==> config.mk <==
export PLATFORM = sky130hd
export DESIGN_NAME = instr_fetch
export DESIGN_NICKNAME = d
export VERILOG_FILES = /design/src/rtl/instr_fetch_pkg.sv /design/src/rtl/instr_fetch_if_id_reg.sv /design/src/rtl/instr_fetch.sv
export SDC_FILE = /design/constraint.sdc
export NUM_CORES = 1
export LEC_CHECK = 0
export BUFFER_PORTS_ARGS = -buffer_cell sky130_fd_sc_hd__buf_2
export CAP_MARGIN = 30
export CORE_MARGIN = 2
export CORE_UTILIZATION = 45
export DETAILED_ROUTE_END_ITERATION = 8
export PLACE_DENSITY = 0.7
export SLEW_MARGIN = 20
export SYNTH_ARGS = -nofsm -noshare
export SYNTH_HDL_FRONTEND = slang
export SYNTH_HIERARCHICAL = 1
export SYNTH_SLANG_ARGS = --single-unit
==> constraint.sdc <==
create_clock -name i_clk -period 5.5 [get_ports i_clk]
set_input_delay 0.825 -clock i_clk [delete_from_list [all_inputs] [get_ports i_clk]]
set_output_delay 0.825 -clock i_clk [all_outputs]
set_load 0.1 [all_outputs]
==> src/rtl/instr_fetch_pkg.sv <==
// Shared fetch/decode definitions: opcodes, field positions, FSM states, defaults.
package instr_fetch_pkg;

    localparam int PC_W_DEF    = 9;
    localparam int INSTR_W_DEF = 32;

    localparam logic [5:0] OP_NOOP = 6'h00;
    localparam logic [5:0] OP_JMP  = 6'h08;
    localparam logic [5:0] OP_JC   = 6'h09;
    localparam logic [5:0] OP_JAL  = 6'h3B;

    // Instruction field bit positions
    localparam int OPC_HI = 31;
    localparam int OPC_LO = 26;
    localparam int RD_HI  = 25;
    localparam int RD_LO  = 22;
    localparam int RA_HI  = 21;
    localparam int RA_LO  = 18;
    localparam int RB_HI  = 17;
    localparam int RB_LO  = 14;
    localparam int IMM_HI = 13;
    localparam int IMM_LO = 0;

    typedef enum logic [1:0] {
        S_IDLE  = 2'd0,
        S_RUN   = 2'd1,
        S_REDIR = 2'd2
    } fetch_state_e;

endpackage

==> src/rtl/instr_fetch_if_id_reg.sv <==
// IF/ID pipeline register. Flush beats hold; a bubble is all-zeros (decodes as NOOP).
module if_id_reg
    import instr_fetch_pkg::*;
#(
    parameter int PC_W    = PC_W_DEF,
    parameter int INSTR_W = INSTR_W_DEF
) (
    input  logic               i_clk,
    input  logic               i_rst_n,
    input  logic               i_hold,
    input  logic               i_flush,
    input  logic               i_valid,
    input  logic [INSTR_W-1:0] i_instr,
    input  logic [PC_W-1:0]    i_pc_next,
    output logic [INSTR_W-1:0] o_instr,
    output logic [5:0]         o_opcode,
    output logic [PC_W-1:0]    o_pc_next,
    output logic               o_valid
);

    logic [INSTR_W-1:0] r_instr;
    logic [PC_W-1:0]    r_pc_next;
    logic               r_valid;

    // Capture, hold or bubble the fetched word
    always_ff @(posedge i_clk or negedge i_rst_n) begin
        if (!i_rst_n) begin
            r_instr   <= '0;
            r_pc_next <= '0;
            r_valid   <= 1'b0;
        end else if (i_flush || (!i_hold && !i_valid)) begin
            r_instr   <= '0;
            r_pc_next <= '0;
            r_valid   <= 1'b0;
        end else if (!i_hold) begin
            r_instr   <= i_instr;
            r_pc_next <= i_pc_next;
            r_valid   <= 1'b1;
        end
    end

    assign o_instr   = r_instr;
    assign o_opcode  = r_instr[OPC_HI:OPC_LO];
    assign o_pc_next = r_pc_next;
    assign o_valid   = r_valid;

endmodule

==> src/rtl/instr_fetch.sv <==
// Fetch stage: PC, run/halt/redirect FSM, imem read issue, feeding the IF/ID register.
module instr_fetch
    import instr_fetch_pkg::*;
#(
    parameter int PC_W    = PC_W_DEF,
    parameter int INSTR_W = INSTR_W_DEF
) (
    input  logic               i_clk,
    input  logic               i_rst_n,
    input  logic               i_run,
    input  logic               i_pc_load,
    input  logic [PC_W-1:0]    i_pc_load_val,
    input  logic               i_stall,
    input  logic               i_jump,
    input  logic [PC_W-1:0]    i_jump_target,
    input  logic               i_branch_taken,
    input  logic [PC_W-1:0]    i_branch_target,
    output logic [PC_W-1:0]    o_imem_addr,
    output logic               o_imem_en,
    input  logic [INSTR_W-1:0] i_imem_data,
    output logic [5:0]         o_id_opcode,
    output logic [INSTR_W-1:0] o_id_instr,
    output logic [PC_W-1:0]    o_id_pc_next,
    output logic               o_id_valid,
    output logic [PC_W-1:0]    o_pc_out
);

    fetch_state_e       r_state, w_state_nxt;
    logic [PC_W-1:0]    r_pc, w_pc_nxt;
    logic               r_inflight, w_inflight_nxt;
    logic [PC_W-1:0]    r_inflight_pc, w_inflight_pc_nxt;
    // The word for inflight_pc arrives during the first stalled cycle while the
    // address bus keeps re-reading pc; park it here so it is not lost on resume.
    logic [INSTR_W-1:0] r_skid_data;
    logic               r_skid_vld, w_skid_vld_nxt, w_skid_ld;
    logic               w_if_hold, w_if_flush;
    logic               w_redir;
    logic [PC_W-1:0]    w_redir_tgt;

    assign w_redir     = i_jump | i_branch_taken;
    assign w_redir_tgt = i_jump ? i_jump_target : i_branch_target;

    // Next-state / PC: halt > redirect > stall > advance
    always_comb begin
        w_state_nxt       = r_state;
        w_pc_nxt          = r_pc;
        w_inflight_nxt    = r_inflight;
        w_inflight_pc_nxt = r_inflight_pc;
        w_skid_vld_nxt    = r_skid_vld;
        w_skid_ld         = 1'b0;
        w_if_hold         = 1'b0;
        w_if_flush        = 1'b0;
        case (r_state)
            S_IDLE: begin
                w_if_flush     = 1'b1;
                w_inflight_nxt = 1'b0;
                w_skid_vld_nxt = 1'b0;
                if (i_pc_load) w_pc_nxt = i_pc_load_val;
                if (i_run)     w_state_nxt = S_RUN;
            end
            S_RUN, S_REDIR: begin
                if (!i_run) begin
                    // rewind to the oldest fetch not yet in IF/ID
                    w_state_nxt    = S_IDLE;
                    w_if_flush     = 1'b1;
                    w_inflight_nxt = 1'b0;
                    w_skid_vld_nxt = 1'b0;
                    w_pc_nxt       = r_inflight ? r_inflight_pc : r_pc;
                end else if (w_redir) begin
                    w_state_nxt    = S_REDIR;
                    w_if_flush     = 1'b1;
                    w_inflight_nxt = 1'b0;
                    w_skid_vld_nxt = 1'b0;
                    w_pc_nxt       = w_redir_tgt;
                end else if (r_state == S_RUN && i_stall) begin
                    w_if_hold = 1'b1;
                    if (r_inflight && !r_skid_vld) begin
                        w_skid_ld      = 1'b1;
                        w_skid_vld_nxt = 1'b1;
                    end
                end else begin
                    w_state_nxt       = S_RUN;
                    w_pc_nxt          = r_pc + PC_W'(1);
                    w_inflight_nxt    = 1'b1;
                    w_inflight_pc_nxt = r_pc;
                    w_skid_vld_nxt    = 1'b0;
                    w_if_flush        = (r_state == S_REDIR);
                end
            end
            default: begin
                w_state_nxt    = S_IDLE;
                w_if_flush     = 1'b1;
                w_inflight_nxt = 1'b0;
                w_skid_vld_nxt = 1'b0;
            end
        endcase
    end

    // State, PC and in-flight tracking registers
    always_ff @(posedge i_clk or negedge i_rst_n) begin
        if (!i_rst_n) begin
            r_state       <= S_IDLE;
            r_pc          <= '0;
            r_inflight    <= 1'b0;
            r_inflight_pc <= '0;
            r_skid_vld    <= 1'b0;
        end else begin
            r_state       <= w_state_nxt;
            r_pc          <= w_pc_nxt;
            r_inflight    <= w_inflight_nxt;
            r_inflight_pc <= w_inflight_pc_nxt;
            r_skid_vld    <= w_skid_vld_nxt;
        end
    end

    // Skid buffer for the word returned during the first stalled cycle
    always_ff @(posedge i_clk or negedge i_rst_n) begin
        if (!i_rst_n)       r_skid_data <= '0;
        else if (w_skid_ld) r_skid_data <= i_imem_data;
    end

    if_id_reg #(
        .PC_W    (PC_W),
        .INSTR_W (INSTR_W)
    ) u_if_id (
        .i_clk     (i_clk),
        .i_rst_n   (i_rst_n),
        .i_hold    (w_if_hold),
        .i_flush   (w_if_flush),
        .i_valid   (r_inflight),
        .i_instr   (r_skid_vld ? r_skid_data : i_imem_data),
        .i_pc_next (r_inflight_pc + PC_W'(1)),
        .o_instr   (o_id_instr),
        .o_opcode  (o_id_opcode),
        .o_pc_next (o_id_pc_next),
        .o_valid   (o_id_valid)
    );

    assign o_imem_en   = (r_state != S_IDLE);
    assign o_imem_addr = r_pc;
    assign o_pc_out    = r_pc;

endmodule
==> impl_metrics.ini, run 1 <==
[cells_and_area]
final_core_util = 0.538
fin_nets = 566
drive_above_1_share = 0.469
syn2layout_area_growth_pct = 16.5
n_antenna_cell = 0

[timing]
fin_skew_ns = 0.0157
timing.slew.headroom = 0.499
period_minus_slack_ns = 2.95
hold_violations = 0
hold_ws_ns = 0.347
drv_slew = 0
tightest_slew_ns = 0.749
timing.final.ws_setup_ns = 2.55
min_period_over_period = 0.536
rsz0062_at_grt = no
max_freq_mhz = 339
setup_viol = 0
tns_ns = 0

[clock_tree]
numClockSinks = 96
cts.clk_slew.worst_paths_ns = 0.10
root_buffer = clkbuf_8
post_cts_buffers = 0
cts_inserted_buffers = 9
cts_max_level = 3
clkLatencyLatePin_ns = 0.37
cts_resized = 0
cts_buffer_depth = 2
hold_buffers = 0
cts_tree = done

[die]
start_util = 0.462
core_area_um2 = 10800
die_x_um = 110
rows = 38
io_pins = 133
die_area_um2 = 12000
fp.dieH_um = 110

[logic_synthesis]
synth_fa_ha_area_frac = 0.0150
synth_mux_area_frac = 0.192
synth-simple-area-share = 0.0609
yosysTopAreaCell = dfrtp_1
synth_common_cells = dfrtp_1 (96), mux2_2 (42), a32o_1 (41)
synth-edff-count = 0
synth.distinct_cells = 45
ys_seq_elements = 96
syn_area_um2 = 5010
ys.flop_type = dfrtp_1
synth_top_area_frac = 0.480
synth-compound-area-share = 0.155
async_flop_share = 1.00
synth_top_family_by_area = multiplexers
avgSynthCellArea_um2 = 12.9
synth-xor-area-share = 0.0175
yosys-top-cells-area = dfrtp_1 (48%), mux2_2 (9.4%), mux2_4 (9.0%), a32o_1 (8.2%), buf_4 (2.4%)
ys_seq_area_frac = 0.480
post-synth-top-count-cell = dfrtp_1
yosysWarnings = 6
synth_fp_nets = 460
syn_inst = 388

[critical_path]
path_cells = inv_1, ha_1, nand4bb_4, nor2_4, and3b_2, buf_12, mux2_2
rr_worst_depth = 7
cpLargestDelayFamily = simple AND/OR/NAND/NOR gates
max_stage_delay_ns = 0.70
timing.rr.end = r_skid_data[1]$_DFFE_PN0P_
cp.depth = 7
arrival_ns = 3.21
path_buf_inv = 2
crit_start = r_state[0]$_DFFE_PN0P_
critPathKind = reg2reg
slowest_stage = ha_1
critPathLaunchType = register
endpoint = r_skid_data[1]$_DFFE_PN0P_
critical_path.max_fanout = 23
ff2ff_setup_slack_ns = 2.55
required_ns = 5.76
cp-end-kind = register
timing.rr.start = r_state[0]$_DFFE_PN0P_

[place]
dp_worst_setup_slack_ns = 2.56
gp_congestion = 0.864
hpwl_um = 7850
portBuffers = 132

[power]
powerDensity_nw_per_um2 = 442
peakVddDrop_mv = 0.415
power_mw = 2.58
power_leakage_nw = 2.88

[route]
wirelength_um = 11400
viasPerCell = 5.62
ant_nets = 0
drt-wirelength-per-cell_um = 17.8
drc = 0
drtIter0Drc = 218
via_count = 3589
firstDrtPassIters = 4

[global_route]
grt_pass1_wl_um = 18000
grt_max_degree = 71
grt_use_total = 0.197
globalRouteOverflowTotal = 0
grt_pass1_vias = 3470
antenna_found_initial = 0

[run_status]
status = finished, final reports clean

[min_path]
worstHoldPathType = in2async

[job]
drv_cap = 0
==> registers in the layout, summed over array words and instances, names as in the netlist <==
signal / cells
o_imem_addr: 9
r_inflight: 1
r_inflight_pc: 9
r_skid_data: 32
r_skid_vld: 1
r_state: 2
u_if_id/o_instr: 32
u_if_id/o_pc_next: 9
u_if_id/o_valid: 1
==> routing by layer <==
layer / share of wire / wire length [um] / global-route usage
met2: 0.48 / 5410 / 0.315
met5: 0 / 0 / 0
met4: 0.012 / 134 / 0.0606
met3: 0.061 / 692 / 0.0492
met1: 0.45 / 5130 / 0.264
==> how the worst min path moves through the flow <==
stage,cells after the start,startpoint,end
4_1_cts,1,i_rst_n,r_skid_data[10]$_DFFE_PN0P_
2_1_floorplan,1,r_skid_data[0]$_DFFE_PN0P_,r_skid_data[0]$_DFFE_PN0P_
5_1_grt,1,i_rst_n,r_skid_data[10]$_DFFE_PN0P_
6_report,1,i_rst_n,r_skid_data[9]$_DFFE_PN0P_
3_3_place_gp,1,u_if_id/o_instr[19]$_DFFE_PN0P_,u_if_id/o_instr[19]$_DFFE_PN0P_
3_5_place_dp,1,u_if_id/o_instr[4]$_DFFE_PN0P_,u_if_id/o_instr[4]$_DFFE_PN0P_
==> through the flow <==
step | area, um^2 | instances
after floorplan | 5010 | 388
after global placement | 5530 | 619
after detailed placement | 5550 | 620
after CTS | 5750 | 636
after global routing | 5840 | 639
final | 5840 | 639
==> power breakdown <==
part	leakage (nW)	switching (mW)	internal, mW
Sequential	1.31	0.131	0.794
Clock	0.103	0.251	0.236
Combinational	1.46	0.865	0.303
Total	2.88	1.25	1.33
==> worst register-to-register path, cell delays in order (launching register included) <==
cell,delay (ns)
dfrtp_1,0.42
inv_1,0.10
ha_1,0.70
nand4bb_4,0.22
nor2_4,0.30
and3b_2,0.47
buf_12,0.26
mux2_2,0.37
==> area by class of cell <==
class	instances	area [um^2]
clock buffer	12	155
fill	951	5000
multi-input combinational	237	2220
inverter	11	41.3
tap	140	175
clock inverter	4	51.3
sequential	96	2400
timing repair buffer	139	788
==> cells in the final DEF (no fill, tap or decap), types with 3 or more instances in the layout <==
master and count:
a31oi_1 4, buf_16 3, mux2_4 30, and3_1 5
a221o_1 3, nor2b_1 3, nand3_1 8, a221oi_1 6
a32o_1 41, o21ai_0 12, o22ai_1 5, dfrtp_1 96
inv_1 11, xnor2_1 5, xor2_1 5, nand2b_1 5
ha_1 6, buf_2 131, nor2_1 9, o31ai_1 4
buf_4 4, clkbuf_8 11, nand2_1 14, mux2i_1 4
a21oi_1 4, mux2_2 42
==> kinds of logic after synthesis <==
| group | count (synthesis) |
|---|---|
| flip-flops | 96 |
| AO/OA/AOI/OAI | 92 |
| multiplexers | 76 |
| buffers and inverters | 55 |
| AND/OR/NAND/NOR | 53 |
| XOR/XNOR | 10 |
| adder cells (fa/ha/maj) | 6 |
Power figures use the tool's default switching activity.
==> run 2, diff against run 1 <==
ABC_AREA = 1   (was unset)
PLACE_DENSITY = 0.69   (was 0.7)
clock period = 3 ns   (was 5.5 ns; I/O delays follow)
==> run 2 against run 1 <==
  * Worst hold slack worse by 0.20 ns
  * Sequential cell count did not move
  * Non-clock buffer count up 2
  * Synthesized cell count is 65% higher
  * Critical path depth grew 3
  * Combinational power up 88%
  * Sequential share of layout area shrank 1.7 points
  * Total power up 91%
  * Highest routed layer unchanged
==> impl_metrics.ini, run 2 <==
[timing]
min_period_over_period = 0.827
max_freq_mhz = 403
timing.final.ws_setup_ns = 0.518
tns_ns = 0
period_minus_slack_ns = 2.48
drv_slew = 0
hold_violations = 0
hold_ws_ns = 0.151
fin_skew_ns = 0.00665
setup_viol = 0
rsz0062_at_grt = no
tightest_slew_ns = 0.695
timing.slew.headroom = 0.536

[critical_path]
timing.rr.start = r_state[0]$_DFFE_PN0P_
timing.rr.end = u_if_id/o_instr[21]$_DFFE_PN0P_
slowest_stage = ha_1
arrival_ns = 2.76
rr_worst_depth = 10
cp-end-kind = register
max_stage_delay_ns = 0.44
path_cells = inv_1, ha_1, inv_2, nor2_2, inv_1, or2_2, inv_2, buf_4, nand4_1, nand2_1
critPathLaunchType = register
required_ns = 3.27
critPathKind = reg2reg
cpLargestDelayFamily = buffers and inverters
ff2ff_setup_slack_ns = 0.52
critical_path.max_fanout = 15
path_buf_inv = 5
crit_start = r_state[0]$_DFFE_PN0P_

[clock_tree]
cts.clk_slew.worst_paths_ns = 0.06
cts_tree = done
post_cts_buffers = 0
hold_buffers = 0
cts_max_level = 3
cts_resized = 0
numClockSinks = 96
cts_buffer_depth = 2
root_buffer = clkbuf_16
cts_inserted_buffers = 9
clkLatencyLatePin_ns = 0.34

[route]
via_count = 4530
drt-wirelength-per-cell_um = 14.2
drtIter0Drc = 276
wirelength_um = 12600
viasPerCell = 5.10
drc = 0
ant_nets = 0
firstDrtPassIters = 5

[place]
dp_worst_setup_slack_ns = 0.565
dpl_cell_area_um2 = 5820
hpwl_um = 8950
gp_congestion = 0.847
placed_cells = 873
portBuffers = 132

[logic_synthesis]
synth_common_cells = nand2_1 (180), dfrtp_1 (96), inv_1 (57)
synth-xor-area-share = 0.0117
synth_fa_ha_area_frac = 0.0144
async_flop_share = 1.00
synth_top_area_frac = 0.460
syn_inst = 639
synth-edff-count = 0
ys_seq_elements = 96
ys_seq_area_frac = 0.460
yosys-top-cells-area = dfrtp_1 (46%), nand2_1 (13%), o21ai_2 (5.4%), nand4_1 (5.2%), inv_1 (4.1%)
synth.distinct_cells = 28
synth_top_family_by_area = simple AND/OR/NAND/NOR gates
avgSynthCellArea_um2 = 8.17
synth_mux_area_frac = 0
post-synth-top-count-cell = nand2_1
synth-compound-area-share = 0.131
yosysTopAreaCell = dfrtp_1
synth-simple-area-share = 0.271
yosysWarnings = 6
syn_area_um2 = 5220
ys.flop_type = dfrtp_1
synth_fp_nets = 711

[power]
p_comb_frac = 0.446
p_switching_mw = 2.42
p_int_mw = 2.51
clkPwrFrac = 0.214
power_mw = 4.93
power_leakage_nw = 3.30
powerDensity_nw_per_um2 = 810
power_frac_seq = 0.340
sw_frac_of_total = 0.491
peakVddDrop_mv = 0.955

[global_route]
met1_usage = 0.297
globalRouteOverflowTotal = 0
antenna_found_initial = 0
grt_max_degree = 65
grt_pass1_vias = 4430
grt_pass1_wl_um = 21700
grt_use_total = 0.210
grt_use_met2 = 0.337
busiest_layer = met2
met3_usage = 0.0386

[die]
die_area_um2 = 12500
fp.dieH_um = 112
start_util = 0.459
die_x_um = 112
core_area_um2 = 11400
rows = 39
io_pins = 133

[cells_and_area]
syn2layout_area_growth_pct = 16.5
fillCellCount = 1114
fin_cells = 889
layout_common_cells = nand2_1 (180), buf_2 (131), dfrtp_1 (95)
final_core_util = 0.535
mostFrequentLayoutCell = nand2_1
n_antenna_cell = 0
fin_nets = 813
postLayoutCellArea_um2 = 6090
drive_above_1_share = 0.310

[run_status]
status = finished, final reports clean

[min_path]
worstHoldPathType = in2async

[job]
drv_cap = 0
-- run 2: cell count changes in the layout (fill, tap and decap cells not counted), moves of 30 or more --
cell / before / now
o21ai_2: 0 / 32
mux2_4: 30 / 0
nand4_1: 0 / 43
nand2_1: 14 / 180
a32o_1: 41 / 0
mux2_2: 42 / 0
inv_1: 11 / 57
-- run 2: kinds of logic after synthesis --
| family | count (synthesis) |
|---|---|
| XOR/XNOR | 7 |
| AND/OR/NAND/NOR | 306 |
| buffers and inverters | 113 |
| AO/OA/AOI/OAI | 111 |
| flip-flops | 96 |
| adder cells (fa/ha/maj) | 6 |
-- run 2: per-layer routing --
metal | wire [um] | up-vias
li1 | - | 2264
met1 | 5850 | 2087
met2 | 5790 | 167
met3 | 814 | 12
met4 | 154 | 0
met5 | 0 | -
-- run 2: layout make-up --
cell class	instances	area (um^2)	area share
Sequential cell	96	2400	0.395
Clock inverter	2	15.0	0.00247
Timing Repair Buffer	141	756	0.124
Tap cell	143	179	0.0294
Inverter	63	239	0.0393
Clock buffer	14	254	0.0417
Multi-Input combinational cell	430	2240	0.368
-- run 2: power by group through the flow --
| stage | Sequential, mW | Clock [mW] | Combinational, mW |
|---|---|---|---|
| 2_1_floorplan | 2.11 | 0 | 1.43 |
| 3_3_place_gp | 1.68 | 0 | 2.18 |
| 4_1_cts | 1.67 | 1.08 | 2.21 |
| 3_5_place_dp | 1.69 | 0 | 2.20 |
| 6_report | 1.67 | 1.05 | 2.20 |
| 5_1_grt | 1.71 | 1.14 | 2.38 |
-- run 2: worst max-delay path by stage --
| stage | to | cells past startpoint |
|---|---|---|
| global route | u_if_id/o_instr[24]$_DFFE_PN0P_ | 10 |
| CTS | u_if_id/o_instr[31]$_DFFE_PN0P_ | 10 |
| floorplan | o_imem_addr[8]$_DFFE_PN0P_ | 8 |
| detailed placement | u_if_id/o_instr[31]$_DFFE_PN0P_ | 10 |
| global placement | u_if_id/o_instr[23]$_DFFE_PN0P_ | 10 |
| finish | u_if_id/o_instr[21]$_DFFE_PN0P_ | 10 |
